**src/rtl/debug_display.sv**
```systemverilog
// Avalon-MM debug display: six 7-segment digits (hex or raw patterns) plus ten LEDs.
// Optional blink support is compiled in with `define DEBUG_DISPLAY_BLINK_EN.
module debug_display #(
   parameter int unsigned BLINK_DIV = 25000000
) (
   input  logic        clk,
   input  logic        reset,
   input  logic [2:0]  address,
   input  logic        write,
   input  logic        read,
   input  logic [31:0] writedata,
   input  logic [3:0]  byteenable,
   output logic [31:0] readdata,
   output logic [41:0] seg_conduit,
   output logic [9:0]  light_conduit
);

   logic [23:0] hex_q, hex_d;
   logic [12:0] ctrl_q, ctrl_d;
   logic [27:0] raw_lo_q, raw_lo_d;
   logic [13:0] raw_hi_q, raw_hi_d;
   logic [9:0]  ledr_q, ledr_d;
   logic [15:0] wcnt_q, wcnt_d;
   logic [31:0] readdata_q, readdata_d;
   logic [41:0] seg_q, seg_d;
   logic [31:0] lane_m;
   logic [31:0] rd_mux;
   logic [41:0] raw_all;
   logic [6:0]  pat;
   logic        phase_q, phase_d;

`ifdef DEBUG_DISPLAY_BLINK_EN
   localparam logic [12:0] CTRL_WMASK = 13'h1FFF;
   localparam logic [25:0] BLINK_LAST = 26'(BLINK_DIV - 1);
   logic [25:0] blink_cnt_q, blink_cnt_d;

   always_comb begin
      blink_cnt_d = blink_cnt_q + 26'd1;
      phase_d     = phase_q;
      if (blink_cnt_q == BLINK_LAST) begin
         blink_cnt_d = 26'd0;
         phase_d     = ~phase_q;
      end
   end

   always_ff @(posedge clk) begin
      if (reset) begin
         blink_cnt_q <= 26'd0;
         phase_q     <= 1'b0;
      end else begin
         blink_cnt_q <= blink_cnt_d;
         phase_q     <= phase_d;
      end
   end
`else
   localparam logic [12:0] CTRL_WMASK = 13'h103F;
   localparam int unsigned UNUSED_BLINK_DIV = BLINK_DIV;
   assign phase_q = 1'b0;
   assign phase_d = 1'b0;
`endif

   wire unused_bits = &{1'b0, writedata[31:28], lane_m[31:28]};

   function automatic logic [6:0] hex7(input logic [3:0] n);
      case (n)
         4'h0: hex7 = 7'b1000000;
         4'h1: hex7 = 7'b1111001;
         4'h2: hex7 = 7'b0100100;
         4'h3: hex7 = 7'b0110000;
         4'h4: hex7 = 7'b0011001;
         4'h5: hex7 = 7'b0010010;
         4'h6: hex7 = 7'b0000010;
         4'h7: hex7 = 7'b1111000;
         4'h8: hex7 = 7'b0000000;
         4'h9: hex7 = 7'b0010000;
         4'hA: hex7 = 7'b0001000;
         4'hB: hex7 = 7'b0000011;
         4'hC: hex7 = 7'b1000110;
         4'hD: hex7 = 7'b0100001;
         4'hE: hex7 = 7'b0000110;
         default: hex7 = 7'b0001110;
      endcase
   endfunction

   always_comb begin
      lane_m   = {{8{byteenable[3]}}, {8{byteenable[2]}}, {8{byteenable[1]}}, {8{byteenable[0]}}};
      hex_d    = hex_q;
      ctrl_d   = ctrl_q;
      raw_lo_d = raw_lo_q;
      raw_hi_d = raw_hi_q;
      ledr_d   = ledr_q;
      wcnt_d   = wcnt_q;
      if (write) begin
         case (address)
            3'd0: hex_d    = (hex_q & ~lane_m[23:0]) | (writedata[23:0] & lane_m[23:0]);
            3'd1: ctrl_d   = ((ctrl_q & ~lane_m[12:0]) | (writedata[12:0] & lane_m[12:0])) & CTRL_WMASK;
            3'd2: raw_lo_d = (raw_lo_q & ~lane_m[27:0]) | (writedata[27:0] & lane_m[27:0]);
            3'd3: raw_hi_d = (raw_hi_q & ~lane_m[13:0]) | (writedata[13:0] & lane_m[13:0]);
            3'd4: ledr_d   = (ledr_q & ~lane_m[9:0]) | (writedata[9:0] & lane_m[9:0]);
            default: ;
         endcase
         if (address < 3'd5) wcnt_d = wcnt_q + 16'd1;
      end

      // Read mux sees the pre-write register values, so read-during-write returns old data.
      case (address)
         3'd0:    rd_mux = {8'd0, hex_q};
         3'd1:    rd_mux = {19'd0, ctrl_q};
         3'd2:    rd_mux = {4'd0, raw_lo_q};
         3'd3:    rd_mux = {18'd0, raw_hi_q};
         3'd4:    rd_mux = {22'd0, ledr_q};
         3'd5:    rd_mux = {wcnt_q, 15'd0, phase_q};
         default: rd_mux = 32'd0;
      endcase
      readdata_d = read ? rd_mux : readdata_q;

      // Segments are built from next-state values so a write shows on the edge that accepts it.
      raw_all = {raw_hi_d, raw_lo_d};
      seg_d   = '0;
      for (int k = 0; k < 6; k++) begin
         pat = ctrl_d[12] ? raw_all[7*k +: 7] : hex7(hex_d[4*k +: 4]);
         if (!ctrl_d[k] || (ctrl_d[6+k] && phase_d)) pat = 7'h7F;
         seg_d[41-7*k -: 7] = pat;
      end
   end

   always_ff @(posedge clk) begin
      if (reset) begin
         hex_q      <= 24'd0;
         ctrl_q     <= 13'h003F;
         raw_lo_q   <= 28'd0;
         raw_hi_q   <= 14'd0;
         ledr_q     <= 10'd0;
         wcnt_q     <= 16'd0;
         readdata_q <= 32'd0;
         seg_q      <= {6{7'b1000000}};
      end else begin
         hex_q      <= hex_d;
         ctrl_q     <= ctrl_d;
         raw_lo_q   <= raw_lo_d;
         raw_hi_q   <= raw_hi_d;
         ledr_q     <= ledr_d;
         wcnt_q     <= wcnt_d;
         readdata_q <= readdata_d;
         seg_q      <= seg_d;
      end
   end

   assign readdata      = readdata_q;
   assign seg_conduit   = seg_q;
   assign light_conduit = ledr_q;

endmodule

```
**config.mk**
```make
export PLATFORM = sky130hd
export DESIGN_NAME = debug_display
export DESIGN_NICKNAME = d
export VERILOG_FILES = /design/src/rtl/debug_display.sv
export SDC_FILE = /design/constraint.sdc
export NUM_CORES = 1
export LEC_CHECK = 0
export ABC_AREA = 1
export BUFFER_PORTS_ARGS = -buffer_cell sky130_fd_sc_hd__buf_2
export CAP_MARGIN = 30
export CORE_MARGIN = 5
export CORE_UTILIZATION = 52
export DETAILED_ROUTE_END_ITERATION = 8
export HOLD_SLACK_MARGIN = 0.03
export PLACE_DENSITY_LB_ADDON = 0.25
export SETUP_SLACK_MARGIN = 0.15
export SYNTH_ARGS = -nofsm -noshare
export SYNTH_HDL_FRONTEND = slang
export SYNTH_SLANG_ARGS = --single-unit
```
**constraint.sdc**
```tcl
create_clock -name clk -period 2.2 [get_ports clk]
set_input_delay 0.44 -clock clk [delete_from_list [all_inputs] [get_ports clk]]
set_output_delay 0.44 -clock clk [all_outputs]
set_load 0.005 [all_outputs]
```
==> metrics, run 1 <==
largest cells by area after synthesis=dfxtp_1 (38%), nand2_1 (16%), a21oi_1 (7.2%); Initial Util=a little over half; design area=11000 um2; Die H=142 um; GRT Residual Overflow=0; top cell type's share of synthesized area=38.1%; core box area=17200 um2; via count=9467; ys flop type=dfxtp_1; Max FO, Critical Path=4; outcome=complete, no violations; worst-skew pair later-pin latency=0.43 ns; area grow syn2layout=21.4%; antenna diode count=0; WP data arrival=2.20 ns; final worst path period need=around 1.8 ns; slew margin rel.=48.1%; M1 wire length=12300 um; top sig layer=met4; Core Util, Final=around 64%; initial antenna violation count=0; setup_tns=0 ns; Peak Freq=543 MHz; CTS Buf Count=17; fin. max-slew vios=0; Routed Antenna Nets=0; Finished Layout Cells=1777; count of final hold-check violations=0; FILL cells=between 1500 and 2000; DRC violations left=0; Post-synth EDFFs=0; clk root buf=clkbuf_16; post-synthesis cell area=9080 um2; worst slew pin tran=0.778 ns; Gate Count Post-Synth=1366; post-DP HPWL=20400 um; Worst setup SP type=flop; Cell Rows=48; Vias/cell=around 5.3; top cell type by total area after synthesis=dfxtp_1; Power per Cell Area=652 nW/um2; GPL Wtd Cong=0.932; die area=roughly 20000 um2; CTS Hold Bufs=0; IO buf count=122; Max VDD drop=between 0.0005 and 0.0006 V; met2 WL=12100 um; hold crit path type=in -> reg; vias in the first global route=8618; YS warnings=0; Initial DRC Count=963; number of max-cap violations=0; drt wl/cell=15.4 um; post-synthesis sequential area ratio=about two fifths; endpoints failing setup=0; Async SR Flop Fraction=0%; number of cells after detailed placement=1745; Crit. End Element=flop; Leak=5.14 nW; critical path class=reg -> reg; syn avg cell area=6.65 um2; Syn Nets=1452; clk_skew=about 0.007 ns; period utilisation layout=83.7%; most frequent cells after synthesis=nand2_1 (375), dfxtp_1 (173), inv_1 (148); clock sinks=173; library cells used by synthesis=38; pin count of the biggest net entering global routing=between 70 and 80; # nets final=1625; DR WL met3=roughly 2400 um; All-Layer GR Usage=~27%; Setup Fix Bufs, Post-CTS=0; Worst-path clk slew=0.07 ns; deepest clock path buffer count=2; first-pass GRT wire length=43600 um; flops & latches, synth=173; Die W=142 um; unrepaired setup endpoints after global routing=no; Critical Path RT=2.56 ns; TritonCTS clock tree=done; H-tree levels=4; share of cells above drive strength 1=18.1%; Final Routed Wirelength=27400 um; most common cell in the synthesized netlist=nand2_1; Top Ports=127; dpl cell area=10400 um2; drt first pass iters=8
[power breakdown]
group | switching (W) | internal [W]
Combinational | 0.000593 | 0.000337
Sequential | 0.0000369 | 0.00323
Clock | 0.00127 | 0.00171
[placed cells by master, fill, tap and decap left out, types with 4 or more instances in the layout]
cell	instances
a21oi_1	131
buf_2	121
buf_4	82
clkbuf_16	17
clkinv_2	4
dfxtp_1	173
ha_1	43
inv_1	148
inv_2	15
nand2_1	375
nand2_2	5
nand3_1	100
nand3b_1	9
nand4_1	5
nor2_1	141
nor3_1	6
o211ai_1	8
o21a_1	6
o21ai_0	80
o21ai_1	18
o21ai_2	15
o221ai_1	5
o22ai_1	9
[sequential cells by signal, summed over array words and instances (netlist names), named ones only]
name and count:
ctrl_q 7, hex_q 24, raw_hi_q 14, raw_lo_q 28, readdata 32, seg_conduit 42, wcnt_q 16
[final timing paths]
check                           slack, ns         endpoint          from  cells past startpoint
worst max-delay path                 0.36  seg_conduit[33]      hex_q[4]                     11
worst min-delay path                 0.33             flop  writedata[0]                      3
worst max register to register       0.36  seg_conduit[33]      hex_q[4]                     11
worst min register to register       0.46     readdata[18]  readdata[18]                      2
[critical path, stage by stage, from the launching register on]
cell     delay [ns]
dfxtp_1        0.31
inv_1          0.08
o21ai_0        0.32
nor2_1         0.09
nor2_1         0.28
ha_1           0.22
nand3_1        0.12
nand2_1        0.09
nand2_1        0.05
nand2_1        0.05
nand2_1        0.04
a21oi_1        0.13
[routing by layer]
layer  GRT usage (%)  vias up
li1                -     4733
met1            37.9     4304
met2            41.8      378
met3            4.94       52
met4            8.13        0
met5               0        -
[final cells by class]
type / count / area [um2] / share of cell area [%]
clock buffer: 19 / 443 / 4.02
clock inverter: 13 / 141 / 1.28
tap: 225 / 282 / 2.55
timing repair buffer: 206 / 1280 / 11.6
multi-input combinational: 978 / 4800 / 43.5
sequential: 173 / 3460 / 31.4
inverter: 163 / 612 / 5.55
[cells by family after synthesis]
kind of cell | Yosys count | synth area share, %
adders and majority gates | 43 | 5.92
buffers and inverters | 215 | 9.36
DFF | 173 | 38.1
xor gates and xnor gates | 2 | 0.193
AOI/OAI and AO/OA | 281 | 16.8
and+or+nand+nor | 652 | 29.6
[timing repair]
item,4_1_cts,5_1_grt
endpoints found under the setup margin,0,1
resized for setup,0,1
hold endpoints to repair,0,0
[through the flow]
step	setup WS, ns	hold WS (ns)	power [W]
floorplan	0.0695	0.443	0.00387
global placement	-0.0101	0.448	0.00424
detailed placement	-0.0302	0.453	0.00425
CTS	0.371	0.311	0.00721
global route	0.195	0.334	0.00748
finish	0.358	0.330	0.00718
No activity file was read; power rests on OpenSTA's default activity.
==> run 2: changes to the inputs <==
- ABC_AREA: 1 -> 0
- CORE_UTILIZATION: 52 -> 58
- clock period: 2.2 -> 1.84 ns (I/O delays scaled with it)
==> run 2 against run 1 <==
The flow now stops in global routing (5_1_grt). Synthesized cell count is 22% lower. Synthesized area is 2.7% higher.
==> metrics, run 2 <==
GPL Wtd Cong=0.991; outcome=stopped before the end; Adder-Cell Fraction of Synth Area=under 10%; post-synthesis sequential area ratio=roughly 37%; largest family of logic cells by synthesized area=compound AO/OA/AOI/OAI gates; mux cell area share after synthesis=12.0%; most frequent cells after synthesis=dfxtp_1 (173), nor2_1 (140), mux2i_1 (80); library cells used by synthesis=75; post-synthesis cell area=slightly above 9000 um2; YS warnings=0; Halt Stage=global routing (5_1_grt); Worst Endpoint after GRT Repair=seg_conduit[21]$_SDFF_PP0_/D; flops & latches, synth=about 170; IO buf count=122; ys flop type=dfxtp_1; number of cells after detailed placement=1562; syn avg cell area=8.76 um2; largest cells by area after synthesis=dfxtp_1 (37%), mux2i_1 (8.6%), ha_1 (5.8%); clk root buf=clkbuf_16; Async SR Flop Fraction=0%; Die H=137 um; H-tree levels=4; top cell type by total area after synthesis=dfxtp_1; Die W=137 um; Top Ports=between 100 and 150; pin count of the biggest net entering global routing=53; CTS Hold Bufs=0; clock sinks=roughly 170; most common cell in the synthesized netlist=dfxtp_1; XOR/XNOR share of the synthesized area=1.32%; GRT Residual Overflow=between 700 and 800; worst-path endpoint category=sequential cell input; deepest clock path buffer count=2; Synth Area in Compound Gates=20.5%; Error=[ERROR GRT-0232] Routing congestion too high. Check the congestion heatmap in the GUI.; top cell type's share of synthesized area=37.1%; Cell Rows=46; post-DP HPWL=~23000 um; Post-synth EDFFs=0; All-Layer GR Usage=~90%; Post-Synth Simple-Gate Area=19.1%; Syn Nets=1150; Gate Count Post-Synth=1064; Initial Util=between 50% and 60%; CTS Buf Count=17
[run 2: kinds of logic after synthesis]
| kind of cell | count (synthesis) |
|---|---|
| buffers and inverters | 95 |
| adders and majority gates | 43 |
| AOI/OAI and AO/OA | 276 |
| and+or+nand+nor | 362 |
| muxes | 101 |
| DFF | 173 |
| xor gates and xnor gates | 14 |
[run 2: metal layers]
metal	track usage (%)	overflow
met5	38.1	4
met1	81.6	5
met3	72.1	6
met4	101	256
met2	107	435
[run 2: metrics by stage]
| step | worst slack, ns | hold WS [ns] | instance area, um2 |
|---|---|---|---|
| 4_1_cts | -0.273 | 0.221 | 13800 |
| 3_5_place_dp | -0.961 | 0.463 | 11800 |
| 3_3_place_gp | -0.895 | 0.455 | 11800 |
| 2_1_floorplan | -0.898 | 0.462 | 9520 |
[run 2: repair_timing]
action | CTS
gates resized for setup | 228
setup endpoints to repair | 61
setup buffers | 33
gates cloned | 3
pin swaps | 67
==> run 3: changes to the inputs <==
- CORE_UTILIZATION: 58 -> 40
- HOLD_SLACK_MARGIN: 0.03 -> unset
- PLACE_DENSITY_LB_ADDON: 0.25 -> 0.15
- SETUP_SLACK_MARGIN: 0.15 -> unset
==> run 3 against run 2 <==
Synthesized cell count unchanged. Synthesized area is the same. The flow now finishes, with violations (setup timing).
==> metrics, run 3 <==
mux cell area share after synthesis=a little under an eighth; worst-skew pair later-pin latency=between 0.4 and 0.5 ns; post-synthesis sequential area ratio=37.1%; Cell Rows=55; TritonCTS clock tree=done; clock sinks=173; top cell type by total area after synthesis=dfxtp_1; dpl cell area=12200 um2; final worst path period need=2.18 ns; commonest non-fill, non-tap cells in the layout=buf_4 (255), dfxtp_1 (173), nor2_1 (137); design area=13900 um2; Pwr Total=0.00887 W; setup ws final=-0.340 ns; footprint of the multi-input gates=6240 um2; Initial DRC Count=729; Leak=5.97 nW; # nets final=about 1500; most frequent cells after synthesis=dfxtp_1 (173), nor2_1 (140), mux2i_1 (80); register area=3460 um2; critical path class=in -> reg; via count=around 9700; Post-Synth Simple-Gate Area=19.1%; period utilisation layout=118%; Post-synth EDFFs=0; DRC violations left=0; XOR/XNOR share of the synthesized area=1.32%; Syn Nets=between 1000 and 1500; outcome=finished with violations; Routed Antenna Nets=0; slew margin rel.=54.4%; Reg2Reg Setup Slack=-0.06 ns; flops & latches, synth=between 150 and 200; fin. max-slew vios=0; first-pass GRT wire length=roughly 52000 um; core box area=22800 um2; IO buf count=122; YS warnings=0; syn avg cell area=8.76 um2; Async SR Flop Fraction=0%; GPL Wtd Cong=0.909; worst slew pin tran=0.679 ns; CTS Buf Count=17; Final Routed Wirelength=34100 um; post-DP HPWL=25300 um; initial antenna violation count=1; post-synthesis cell area=slightly above 9000 um2; Power per Cell Area=637 nW/um2; H-tree levels=4; Adder-Cell Fraction of Synth Area=5.77%; FILL cells=1936; Critical Path RT=2.16 ns; Crit. End Element=flop; pin count of the biggest net entering global routing=34; library cells used by synthesis=75; ys flop type=dfxtp_1; Vias/cell=5.49; Worst setup SP type=primary input; drt wl/cell=roughly 19 um; clk root buf=clkbuf_16; Top Ports=127; Initial Util=slightly above 40%; Worst-path clk slew=roughly 0.060 ns; GRT Residual Overflow=0; number of max-cap violations=0; Gate Count Post-Synth=1064; Hold Slack=0.220 ns; most common cell after layout, fill and taps aside=buf_4; All-Layer GR Usage=24.9%; Die H=163 um; clk_skew=0.0146 ns; count of final hold-check violations=0; Die W=163 um; Peak Freq=459 MHz; CTS Hold Bufs=0; Max VDD drop=around 0.00042 V; deepest clock path buffer count=2; vias in the first global route=9409; hold crit path type=in -> reg; Max FO, Critical Path=5; endpoints failing setup=41; top cell type's share of synthesized area=37.1%; area grow syn2layout=49.5%; die area=around 26000 um2; violated checks=setup timing; max FFs per register=42; Synth Area in Compound Gates=20.5%; drt first pass iters=5; WP data arrival=~2.5 ns; Worst Hold Depth=3; Worst Reg-to-Reg Cells=7; largest cells by area after synthesis=dfxtp_1 (37%), mux2i_1 (8.6%), ha_1 (5.8%); share of cells above drive strength 1=between 40% and 50%; largest family of logic cells by synthesized area=compound AO/OA/AOI/OAI gates; worst slack, placed=-1.00 ns; most common cell in the synthesized netlist=dfxtp_1; unrepaired setup endpoints after global routing=yes
run 3: final cells by class:
type | count | share of cell area [%]
Sequential cell | 173 | 24.8
Inverter | 28 | 0.772
Tap cell | 313 | 2.81
Clock inverter | 12 | 1.13
Multi-Input combinational cell | 796 | 44.7
Timing Repair Buffer | 418 | 22.3
Clock buffer | 20 | 3.35
Antenna cell | 2 | 0.0359
run 3: kinds of logic (layout without fill, tap and decap cells):
family,Yosys count,count (layout)
compound gates,276,276
xor+xnor,14,14
fa+ha+maj,43,43
buf+inv,95,478
flops,173,173
mux,101,101
other cells,0,2
simple gates,362,362
run 3: metrics by stage:
| stage | setup TNS, ns | cells | util (%) |
|---|---|---|---|
| final | -6.71 | 1762 | 61.2 |
| after global routing | -9.35 | 1761 | 61.2 |
| after CTS | -6.08 | 1743 | 59.0 |
| after detailed placement | -50.27 | 1689 | 53.5 |
| after global placement | -48.71 | 1689 | 53.5 |
| after floorplan | -24.97 | 1064 | - |
run 3: path summary, 6_finish.rpt:
| path | start | endpoint |
|---|---|---|
| min | writedata[26] | raw_lo_q[26] |
| min reg2reg | readdata[29] | readdata[29] |
| max | address[1] | seg_conduit[6] |
| max reg2reg | hex_q[12] | seg_conduit[17] |
run 3: repair_timing:
item	CTS	global route
buffers inserted	23	18
setup endpoints to repair	46	45
resized for setup	105	90
hold endpoints to repair	0	0
pin swaps	31	45
run 3: worst max-delay path, cell delays in order:
cell	delay, ns
buf_6	0.09
or3_4	0.45
buf_4	0.17
o21ai_4	0.12
and2_4	0.19
inv_4	0.04
ha_2	0.18
buf_4	0.14
a21oi_1	0.15
or3_1	0.14
o2111ai_2	0.14
a211o_1	0.31
run 3: layer usage:
layer	vias to the layer above	GRT usage [%]	wire length [um]	part of all wire, %
met3	53	4.73	1900	5.6
met5	-	0	0	0
li1	4636	-	-	-
met4	0	7.28	799	2.3
met1	4673	34.3	15500	46
met2	306	39.8	15900	47
run 3: power breakdown:
| group | switching (W) | total, W | internal [W] |
|---|---|---|---|
| sequential | 0.0000389 | 0.00386 | 0.00382 |
| combinational | 0.000627 | 0.00116 | 0.000532 |
| clock | 0.00160 | 0.00386 | 0.00226 |
